$ cat src/rtl/apb_ecc_reg_file_if.sv
// APB3 bus bundle for the ECC register file.
// Optional byte-strobe lane PSTRB is present when APB_PSTRB_EN is defined.
interface apb_ecc_reg_file_if #(
    parameter int unsigned AMBA_WORD       = 32,
    parameter int unsigned AMBA_ADDR_WIDTH = 20
);
    logic [AMBA_ADDR_WIDTH-1:0] PADDR;
    logic [AMBA_WORD-1:0]       PWDATA;
    logic                       PSEL;
    logic                       PENABLE;
    logic                       PWRITE;
`ifdef APB_PSTRB_EN
    logic [AMBA_WORD/8-1:0]     PSTRB;
`endif
    logic [AMBA_WORD-1:0]       PRDATA;
    logic                       PREADY;
    logic                       PSLVERR;

`ifdef APB_PSTRB_EN
    modport master (
        output PADDR, PWDATA, PSEL, PENABLE, PWRITE, PSTRB,
        input  PRDATA, PREADY, PSLVERR
    );
    modport slave (
        input  PADDR, PWDATA, PSEL, PENABLE, PWRITE, PSTRB,
        output PRDATA, PREADY, PSLVERR
    );
`else
    modport master (
        output PADDR, PWDATA, PSEL, PENABLE, PWRITE,
        input  PRDATA, PREADY, PSLVERR
    );
    modport slave (
        input  PADDR, PWDATA, PSEL, PENABLE, PWRITE,
        output PRDATA, PREADY, PSLVERR
    );
`endif
endinterface

$ cat src/rtl/apb_ecc_reg_file.sv
// APB3 slave register file for the ECC accelerator: NUM_REGS config registers,
// a read-only STATUS word at index NUM_REGS, a start pulse on CTRL writes,
// write lock while the core is busy and a sticky done flag.
// Optional feature macro: APB_PSTRB_EN (byte-lane write strobes).
module apb_ecc_reg_file #(
    parameter int unsigned AMBA_WORD       = 32,
    parameter int unsigned AMBA_ADDR_WIDTH = 20,
    parameter int unsigned NUM_REGS        = 4
) (
    input  logic                          clk,
    input  logic                          reset,
    apb_ecc_reg_file_if.slave             apb,
    output logic [NUM_REGS*AMBA_WORD-1:0] regs_flat,
    output logic                          ctrl_start,
    input  logic                          core_busy,
    input  logic                          core_done
);
    localparam int unsigned IDX_W  = AMBA_ADDR_WIDTH - 2;
    localparam int unsigned STRB_W = AMBA_WORD / 8;
    localparam logic [IDX_W-1:0] STATUS_IDX = IDX_W'(NUM_REGS);

    typedef enum logic [1:0] {IDLE, SETUP, ACCESS} state_e;

    state_e               state_q, state_d;
    logic [AMBA_WORD-1:0] regs_q [NUM_REGS];
    logic [AMBA_WORD-1:0] prdata_q, prdata_d;
    logic                 pready_q, pready_d;
    logic                 pslverr_q, pslverr_d;
    logic                 ctrl_start_q, ctrl_start_d;
    logic                 done_q, done_d;

    logic [IDX_W-1:0]     idx_c;
    logic                 addr_ok_c, is_status_c, access_c;
    logic                 commit_c, clr_done_c, busy_err_c;
    logic [STRB_W-1:0]    strb_c;
    logic [AMBA_WORD-1:0] status_c, rdata_c;

    // Address decode; the bus holds address/data stable for the whole transfer.
    assign idx_c       = apb.PADDR[AMBA_ADDR_WIDTH-1:2];
    assign addr_ok_c   = (apb.PADDR[1:0] == 2'b00) && (idx_c <= STATUS_IDX);
    assign is_status_c = (idx_c == STATUS_IDX);
    assign access_c    = (state_q == ACCESS) && apb.PSEL && apb.PENABLE;

`ifdef APB_PSTRB_EN
    assign strb_c = apb.PSTRB;
`else
    assign strb_c = '1;
`endif

    // core_busy is judged at the commit edge, so it also feeds PSLVERR live in ACCESS.
    assign commit_c   = access_c && apb.PWRITE && addr_ok_c && !is_status_c && !core_busy;
    assign busy_err_c = access_c && apb.PWRITE && addr_ok_c && !is_status_c && core_busy;
    assign clr_done_c = access_c && !apb.PWRITE && addr_ok_c && is_status_c;

    // STATUS word assembly.
    always_comb begin
        status_c      = '0;
        status_c[0]   = core_busy;
        status_c[1]   = done_q;
        status_c[9:2] = 8'(NUM_REGS);
    end

    // Read data mux; invalid addresses read as zero.
    always_comb begin
        rdata_c = '0;
        if (addr_ok_c) begin
            if (is_status_c) begin
                rdata_c = status_c;
            end else begin
                for (int i = 0; i < NUM_REGS; i++) begin
                    if (idx_c == IDX_W'(i)) rdata_c = regs_q[i];
                end
            end
        end
    end

    // FSM state register.
    always_ff @(posedge clk or negedge reset) begin
        if (!reset) state_q <= IDLE;
        else        state_q <= state_d;
    end

    // FSM next-state logic.
    always_comb begin
        state_d = state_q;
        case (state_q)
            IDLE:    if (apb.PSEL && !apb.PENABLE) state_d = SETUP;
            SETUP:   state_d = apb.PSEL ? ACCESS : IDLE;
            ACCESS:  state_d = IDLE;
            default: state_d = IDLE;
        endcase
    end

    // FSM output logic: next values for the registered bus and sideband outputs.
    always_comb begin
        prdata_d     = prdata_q;
        pready_d     = 1'b0;
        pslverr_d    = 1'b0;
        ctrl_start_d = 1'b0;
        done_d       = done_q;
        if (state_q == SETUP && state_d == ACCESS) begin
            pready_d  = 1'b1;
            pslverr_d = !addr_ok_c || (apb.PWRITE && is_status_c);
            if (!apb.PWRITE) prdata_d = rdata_c;
        end
        ctrl_start_d = commit_c && (idx_c == '0) && (|strb_c);
        if (clr_done_c) done_d = 1'b0;
        if (core_done)  done_d = 1'b1;
    end

    // Output and flag registers.
    always_ff @(posedge clk or negedge reset) begin
        if (!reset) begin
            prdata_q     <= '0;
            pready_q     <= 1'b0;
            pslverr_q    <= 1'b0;
            ctrl_start_q <= 1'b0;
            done_q       <= 1'b0;
        end else begin
            prdata_q     <= prdata_d;
            pready_q     <= pready_d;
            pslverr_q    <= pslverr_d;
            ctrl_start_q <= ctrl_start_d;
            done_q       <= done_d;
        end
    end

    // Register bank, byte-lane writes on commit.
    always_ff @(posedge clk or negedge reset) begin
        if (!reset) begin
            for (int i = 0; i < NUM_REGS; i++) regs_q[i] <= '0;
        end else if (commit_c) begin
            for (int i = 0; i < NUM_REGS; i++) begin
                if (idx_c == IDX_W'(i)) begin
                    for (int b = 0; b < STRB_W; b++) begin
                        if (strb_c[b]) regs_q[i][b*8 +: 8] <= apb.PWDATA[b*8 +: 8];
                    end
                end
            end
        end
    end

    for (genvar g = 0; g < NUM_REGS; g++) begin : g_flat
        assign regs_flat[g*AMBA_WORD +: AMBA_WORD] = regs_q[g];
    end

    assign apb.PRDATA  = prdata_q;
    assign apb.PREADY  = pready_q;
    assign apb.PSLVERR = pslverr_q | busy_err_c;
    assign ctrl_start  = ctrl_start_q;
endmodule

$ cat src/flat_wrapper.sv
// flat-port wrapper written by rule: the top's interface ports become plain ports
module apb_ecc_reg_file_flat 
#(
    parameter int unsigned AMBA_WORD       = 32,
    parameter int unsigned AMBA_ADDR_WIDTH = 20,
    parameter int unsigned NUM_REGS        = 4
)
  (clk, reset, regs_flat, ctrl_start, core_busy, core_done, apb_PADDR, apb_PWDATA, apb_PSEL, apb_PENABLE, apb_PWRITE, apb_PRDATA, apb_PREADY, apb_PSLVERR);
  apb_ecc_reg_file_if #(.AMBA_WORD(AMBA_WORD), .AMBA_ADDR_WIDTH(AMBA_ADDR_WIDTH)) apb_i ();
  input  logic clk;
  input  logic reset;
  output logic [NUM_REGS*AMBA_WORD-1:0] regs_flat;
  output logic ctrl_start;
  input  logic core_busy;
  input  logic core_done;
  input wire logic [$bits(apb_i.PADDR)-1:0] apb_PADDR;
  input wire logic [$bits(apb_i.PWDATA)-1:0] apb_PWDATA;
  input wire logic [$bits(apb_i.PSEL)-1:0] apb_PSEL;
  input wire logic [$bits(apb_i.PENABLE)-1:0] apb_PENABLE;
  input wire logic [$bits(apb_i.PWRITE)-1:0] apb_PWRITE;
  output wire logic [$bits(apb_i.PRDATA)-1:0] apb_PRDATA;
  output wire logic [$bits(apb_i.PREADY)-1:0] apb_PREADY;
  output wire logic [$bits(apb_i.PSLVERR)-1:0] apb_PSLVERR;
  assign apb_i.PADDR = apb_PADDR;
  assign apb_i.PWDATA = apb_PWDATA;
  assign apb_i.PSEL = apb_PSEL;
  assign apb_i.PENABLE = apb_PENABLE;
  assign apb_i.PWRITE = apb_PWRITE;
  assign apb_PRDATA = apb_i.PRDATA;
  assign apb_PREADY = apb_i.PREADY;
  assign apb_PSLVERR = apb_i.PSLVERR;
  apb_ecc_reg_file #(.AMBA_WORD(AMBA_WORD), .AMBA_ADDR_WIDTH(AMBA_ADDR_WIDTH), .NUM_REGS(NUM_REGS)) u_core (.clk(clk), .reset(reset), .apb(apb_i), .regs_flat(regs_flat), .ctrl_start(ctrl_start), .core_busy(core_busy), .core_done(core_done));
endmodule
$ cat config.mk
export PLATFORM = sky130hd
export DESIGN_NAME = apb_ecc_reg_file_flat
export DESIGN_NICKNAME = d
export VERILOG_FILES = /design/src/rtl/apb_ecc_reg_file_if.sv /design/src/rtl/apb_ecc_reg_file.sv /design/src/flat_wrapper.sv
export SDC_FILE = /design/constraint.sdc
export NUM_CORES = 1
export LEC_CHECK = 0
export BUFFER_PORTS_ARGS = -buffer_cell sky130_fd_sc_hd__buf_2
export CORE_MARGIN = 8
export CORE_UTILIZATION = 25
export DETAILED_ROUTE_END_ITERATION = 8
export PLACE_DENSITY = 0.49
export SLEW_MARGIN = 10
export SYNTH_ARGS = -nofsm -noshare
export SYNTH_HDL_FRONTEND = slang
export SYNTH_SLANG_ARGS = --single-unit
$ cat constraint.sdc
create_clock -name clk -period 6.19 [get_ports clk]
set_input_delay 1.5475 -clock clk [delete_from_list [all_inputs] [get_ports clk]]
set_output_delay 1.5475 -clock clk [all_outputs]
set_load 0.02 [all_outputs]
# Word level (Yosys, flattened, before mapping)
# Cells that the tools add are included.
# word_totals
out_inout_bits	163
ramBits	0
elab_cells	63
register_bits	166
latch_bits	0
mem_count	0
romBits	0
inputBits	59
# classes
add_sub_neg	0
n_mul	0
n_lt_le_gt_ge	1
n_div	0
muxes	13
n_shift	0
bitwise_logic	2
reduce_logical	30
n_eq_ne	7
# op_table
cell	count
two-way mux 32 bit	6
equality test 18 x 2 -> 1 bit (second input constant)	2
equality test 18 x 1 -> 1 bit (second input constant)	1
equality test 18 x 3 -> 1 bit (second input constant)	1
<= comparator 18 x 3 -> 1 bit (second input constant)	1
logical NOT 18 bit	1
logical AND 1 bit	15
AND reduction 2 bit	5
logical NOT 1 bit	5
equality test 2 bit (second input constant)	2
logical NOT 2 bit	2
two-way mux 1 bit	4
two-way mux 2 bit	2
one-hot mux 2 bit (2 select lines)	1
equality test 2 x 1 -> 1 bit (second input constant)	1
nonzero test 2 bit	1
logical OR 1 bit	1
inverter 1 bit	1
bitwise OR 1 bit	1

# Depth between registers and ports, before layout
# Gate-level depths: netlist of run 1.
# logic_depth
depth_word	8
depth_mapped	7
ltp_nobuf	4

# Worst setup path before layout of run 1
# No wires, ideal clock.
# synth_path
path_kind	input -> output
start	input apb_PADDR[4]
end	output apb_PSLVERR
t_arrival_ns	2.772
required_ns	4.642
cell_stages	4
path_slack_ns	1.870
n_path_buf	1
path_cell_list	buf_2 -> nor4_1 -> nand3_1 -> o31ai_1
# synth_via
elab_chain_cells	6
word_cells_on_any_way	8
classes_between	order compare: 1; eq/ne: 1; bitwise: 1; reduce/logical: 5
# synth_lines
item	line_no	source
start, declared	flat_wrapper.sv:16	input wire logic [$bits(apb_i.PADDR)-1:0] apb_PADDR;
<= comparator 18 x 3 -> 1 bit	apb_ecc_reg_file.sv:40	assign addr_ok_c = (apb.PADDR[1:0] == 2'b00) && (idx_c <= STATUS_IDX);
logical AND 1 bit	apb_ecc_reg_file.sv:40	
logical AND 1 bit	apb_ecc_reg_file.sv:52	assign busy_err_c = access_c && apb.PWRITE && addr_ok_c && !is_status_c && core_busy;
logical AND 1 bit * (2 in a row)	apb_ecc_reg_file.sv:52	
bitwise OR 1 bit *	apb_ecc_reg_file.sv:149	assign apb.PSLVERR = pslverr_q | busy_err_c;
end, declared	flat_wrapper.sv:23	output wire logic [$bits(apb_i.PSLVERR)-1:0] apb_PSLVERR;
# Every way passes the cells marked *; elsewhere a longest branch is shown, timed or not.

# Worst setup path after layout of run 1
# layout_path
start	input apb_PADDR[11]
end	output apb_PSLVERR
# The elaborated chain is that of the path after synthesis.

==> results of run 1 <==
## power by group through the flow
stage          logic [mW]  registers, mW  clock network [mW]
3_5_place_dp        0.105           1.11                   0
2_1_floorplan      0.0379           1.11                   0
4_1_cts             0.105           1.09                1.11
3_3_place_gp        0.106           1.11                   0
6_report            0.102           1.09                1.07
5_1_grt             0.115           1.09                1.16
## cells in the mapped netlist (2+ instances only)
cell / instances / area, sq um
nand3b_1: 2 / 15.0
mux4_2: 2 / 45.0
a32o_1: 28 / 280
o21ai_0: 3 / 15.0
buf_6: 3 / 33.8
nor4_2: 4 / 50.1
nand2b_1: 2 / 12.5
and3b_1: 2 / 17.5
inv_1: 3 / 11.3
buf_2: 14 / 70.1
nor4_4: 2 / 42.5
nand2_1: 7 / 26.3
nor2b_1: 29 / 181
nor2_1: 2 / 7.51
dfrtp_1: 166 / 4150
mux2_2: 93 / 1050
clkbuf_1: 17 / 63.8
mux2_1: 35 / 394
a2bb2oi_1: 2 / 17.5
nor4_1: 2 / 12.5
mux2i_1: 32 / 320
o211ai_1: 2 / 15.0
nand4_1: 6 / 37.5
a211o_1: 28 / 245
buf_4: 6 / 45.0
nor3_1: 2 / 10.0
buf_1: 2 / 7.51
nand3_1: 30 / 150
## stage by stage
stage                     setup WS (ps)  cells  instance area (sq um)
after floorplan                    1870    543                   7500
after global placement             1770   1126                   9000
after detailed placement           1750   1126                   9000
after CTS                          1750   1157                   9580
after global routing               1650   1157                   9580
final                              1760   1157                   9580
## metal layers
layer	wire, um	part of all wire (%)	GRT usage, %	vias to the layer above
met4	192	0.81	2.86	0
li1	-	-	-	2476
met1	11500	48	18.3	2819
met3	1560	6.6	4.25	13
met5	0	0	0	-
met2	10500	44	20.1	154
## tightest hold or removal path, stage by stage, from the launching register on
cell and delay [ps]:
dfrtp_1 340, nand2_1 40, o21ai_0 60
## registers in the layout (all words and copies together), names as in the netlist
signal             count
u_core.done_q          1
u_core.ctrl_start      1
u_core.state_q         2
u_core.apb.PRDATA     32
u_core.apb.PREADY      1
u_core.pslverr_q       1
u_core.regs_flat     128
## final timing paths
kind	from	end	cells past startpoint
max	apb_PADDR[11]	apb_PSLVERR	5
min	u_core.apb.PRDATA[30]	u_core.apb.PRDATA[30]	2
max reg2reg	u_core.state_q[0]	u_core.regs_flat[21]	5
min reg2reg	u_core.apb.PRDATA[30]	u_core.apb.PRDATA[30]	2
max in group asynchronous	reset	u_core.regs_flat[50]	2
min in group asynchronous	reset	u_core.done_q	1
## final cells by class
cell class	instances	area, sq um	share of cell area [%]
tap	390	488	5.09
clock inverter	13	138	1.44
sequential	166	4150	43.4
inverter	3	11.3	0.118
clock buffer	18	439	4.58
timing repair buffer	235	1220	12.7
multi-input combinational	332	3130	32.7
## cells by family after synthesis
logic type             count (synthesis)  share of synthesized area (%)
and+or+nand+nor                      101                           9.06
DFF                                  166                           55.4
muxes                                162                           24.1
AOI/OAI and AO/OA                     69                           8.33
buffers and inverters                 45                           3.09
==> results_dict.tcl, run 1 <==
set metrics [dict create \
    run_status "completed" \
    rrSetupSlack_ps 3790 \
    grt_pass1_vias 5879 \
    combPwrFrac_pct 4.5 \
    antenna_found_initial 0 \
    gr-total-overflow 0 \
    ctsResizeCount 0 \
    mostFrequentLayoutCells "219 x buf_2, 166 x dfrtp_1, 93 x mux2_2" \
    sw_frac_of_total_pct 24.9 \
    vias 5462 \
    finalHoldViolCount 0 \
    syn_avg_cell_area_sq_um 13.8 \
    cts_buffers 17 \
    crit_buf_inv 2 \
    async_reset_ff_share_pct 100 \
    worst_clock_skew_ps 12.2 \
    whs_ps 481 \
    synth_cell_types 45 \
    drc_errors 0 \
    fp-row-count 63 \
    ios 222 \
    fin_setup_tns_ps 0 \
    critPathKind "input port to output pin" \
    ys_seq_area_share_pct 55.4 \
    core_sq_um 29600 \
    drv_cap 0 \
    dieArea_sq_um 35800 \
    fin_crit_ps 4430 \
    first_iter_violations 225 \
    yosysWarnings 0 \
    dieHeight_um 189 \
    track_usage_pct 13.3 \
    netSwitchingPower_uw 561 \
    min_period_over_period_pct 71.5 \
    p_int_mw 1.69 \
    min_path_type "register to register" \
    syn_inst 543 \
    fin_total_pwr_mw 2.25 \
    grt_pass1_wl_mm 37.1 \
    max_freq_ghz 0.226 \
    htree_levels 4 \
    drt-wirelength-per-cell_um 20.6 \
    path_max_fanout 4 \
    endpoint_kind "output pin" \
    drive_above_1_share_pct 48.5 \
    grt_max_degree 99 \
    layout_commonest_cell "buf_2" \
    wirelength_mm 23.8 \
    cts_hold_buffers 0 \
    synth_flop_cell "dfrtp_1" \
    clk_latency_ps 420 \
    synth.cell_area_sq_um 7500 \
    place_hpwl_mm 16.1 \
    cts-root-buf "clkbuf_16" \
    drv_slew 0 \
    clkSinkCount 166 \
    ant_nets 0 \
    viasPerCell 4.72 \
    finalSetupViolCount 0 \
    worstPathArrival_ps 2880 \
    fillerInstances 3041 \
    cp_slowest_stage_delay_ps 430 \
    path_common_cell "buf_2" \
    synth_nets 602 \
    synth_edf_count 0 \
    clockBufferDepth 2 \
    post_cts_buffers 0 \
    worst_setup_path_start_kind "input port" \
    rsz0062_at_grt "no" \
    antennaDiodeCount 0 \
    worst_path_max_delay_cell "nor4_2" \
    tightest_slew_ps 988 \
    drtPass1Iterations 4 \
    initial_core_util_pct 25.4 \
    cp_cell_sequence "buf_2 > nor4_2 > nand3_1 > o31ai_1 > buf_2" \
    numPortBuffers 221 \
    clkPwrFrac_pct 47.3 \
    ys_seq_elements 166 \
    syn_to_final_growth_pct 27.8 \
    fin_util_pct 32.4 \
    num-nets-final 814 \
    cts_tree "yes" \
    ir_drop_mv 0.154 \
    slew_headroom_pct 34.1 \
    gp_congestion 0.698 \
    power_density_nw_per_um2 235 \
    clkTransAtPathRegs_ps 70 \
    p_leak_nw 5.18 \
    die_x_um 189 \
    p_seq_share_pct 48.2 \
    crit_required_ps 4640 \
    path_delay_family "simple AND/OR/NAND/NOR gates" \
]
Power figures use the tool's default switching activity.
==> run 2, diff against run 1 <==
- PLACE_DENSITY: 0.49 -> 0.5
- clock period: 6.19 -> 4 ns (I/O delays scaled with it)
==> results_dict.tcl, run 2 (same netlist as run 1, synthesis figures left out) <==
set metrics [dict create \
    core_sq_um 29600 \
    largest_reg_flops 128 \
    finalWorstSetupSlack_ps 594 \
    initial_core_util_pct 25.4 \
    finalSetupViolCount 0 \
    run_status "completed" \
    antennaDiodeCount 0 \
    htree_levels 4 \
    hold_depth 1 \
    min_period_over_period_pct 85.2 \
    drive_above_1_share_pct 48.8 \
    worst_setup_path_start_kind "input port" \
    num-nets-final 818 \
    numPortBuffers 221 \
    drv_cap 0 \
    drc_errors 0 \
    post_cts_buffers 0 \
    clk_latency_ps 420 \
    ios 222 \
    grt_max_degree 67 \
    cts-root-buf "clkbuf_16" \
    drtPass1Iterations 4 \
    min_path_type "register to register" \
    drt-wirelength-per-cell_um 20.1 \
    reg2reg_depth 5 \
    crit_required_ps 3000 \
    drv_slew 0 \
    path_max_fanout 4 \
    power_density_nw_per_um2 369 \
    grt_pass1_wl_mm 36.9 \
    cts_hold_buffers 0 \
    slew_headroom_pct 56.4 \
    worstPathArrival_ps 2410 \
    tightest_slew_ps 653 \
    rsz0062_at_grt "no" \
    rrSetupSlack_ps 1640 \
    mostFrequentLayoutCells "219 x buf_2, 166 x dfrtp_1, 93 x mux2_2" \
    ant_nets 0 \
    dieHeight_um 189 \
    pre_cts_slack_ps 559 \
    antenna_found_initial 1 \
    min_to "u_core.done_q" \
    track_usage_pct 13.0 \
    wirelength_mm 23.3 \
    clockBufferDepth 2 \
    min_from "u_core.done_q" \
    max_freq_ghz 0.294 \
    cts_tree "yes" \
    place_hpwl_mm 16.1 \
    viasPerCell 4.69 \
    clkSinkCount 166 \
    fin_crit_ps 3410 \
    r2r_start "u_core.state_q[0]" \
    finalHoldViolCount 0 \
    syn_to_final_growth_pct 29.0 \
    cts_buffers 17 \
    fin_setup_tns_ps 0 \
    critPathKind "input port to output pin" \
    first_iter_violations 261 \
    layout_commonest_cell "buf_2" \
    cp-startpoint "apb_PADDR[14]" \
    die_x_um 189 \
    gp_congestion 0.699 \
    vias 5444 \
    ctsResizeCount 0 \
    p_leak_nw 5.23 \
    clkTransAtPathRegs_ps 70 \
    endpoint_kind "output pin" \
    grt_pass1_vias 5927 \
    reg2reg_to "u_core.regs_flat[79]" \
    dieArea_sq_um 35800 \
    ir_drop_mv 0.205 \
    fp-row-count 63 \
    worst_clock_skew_ps 11.5 \
    gr-total-overflow 0 \
]
==> run 2: cell type report <==
cell class                 count  area, sq um
fill                        3013        19900
sequential                   166         4150
multi-input combinational    332         3130
timing repair buffer         239         1270
tap                          390          488
clock buffer                  19          453
clock inverter                13          160
inverter                       3         11.3
==> run 2: through the flow <==
step	cell area, sq um	hold WS (ps)	instances	util [%]	power, mW
after floorplan	7500	440	543	-	1.77
after global placement	9060	460	1130	30.6	1.88
after detailed placement	9060	458	1130	30.6	1.88
after CTS	9670	476	1162	32.7	3.65
after global routing	9670	494	1162	32.7	3.73
final	9670	472	1162	32.7	3.57
==> run 2: how the worst max path moves through the flow <==
stage	slack [ps]	depth (start not counted)	end
floorplan	780	4	apb_PSLVERR
global placement	640	5	apb_PSLVERR
detailed placement	560	5	apb_PSLVERR
CTS	560	5	apb_PSLVERR
global route	490	5	apb_PSLVERR
finish	590	5	apb_PSLVERR
==> run 2: routing by layer <==
metal / global-route usage [%] / vias to the layer above / routed length [um]
li1: - / 2483 / -
met1: 17.2 / 2791 / 10800
met2: 20.4 / 157 / 10700
met3: 4.47 / 11 / 1630
met4: 2.65 / 2 / 172
met5: 0 / - / 8
==> run 2: power by group <==
part           leakage [nW]  switching (mW)  internal (mW)
registers              2.31         0.00127           1.68
logic                  2.62           0.109         0.0508
clock network         0.293           0.752          0.976
==> run 2: worst max-delay path, cell delays in order <==
cell and delay [ps]:
buf_2 100, nor4_2 450, nand3_1 320, o31ai_1 320, buf_2 210
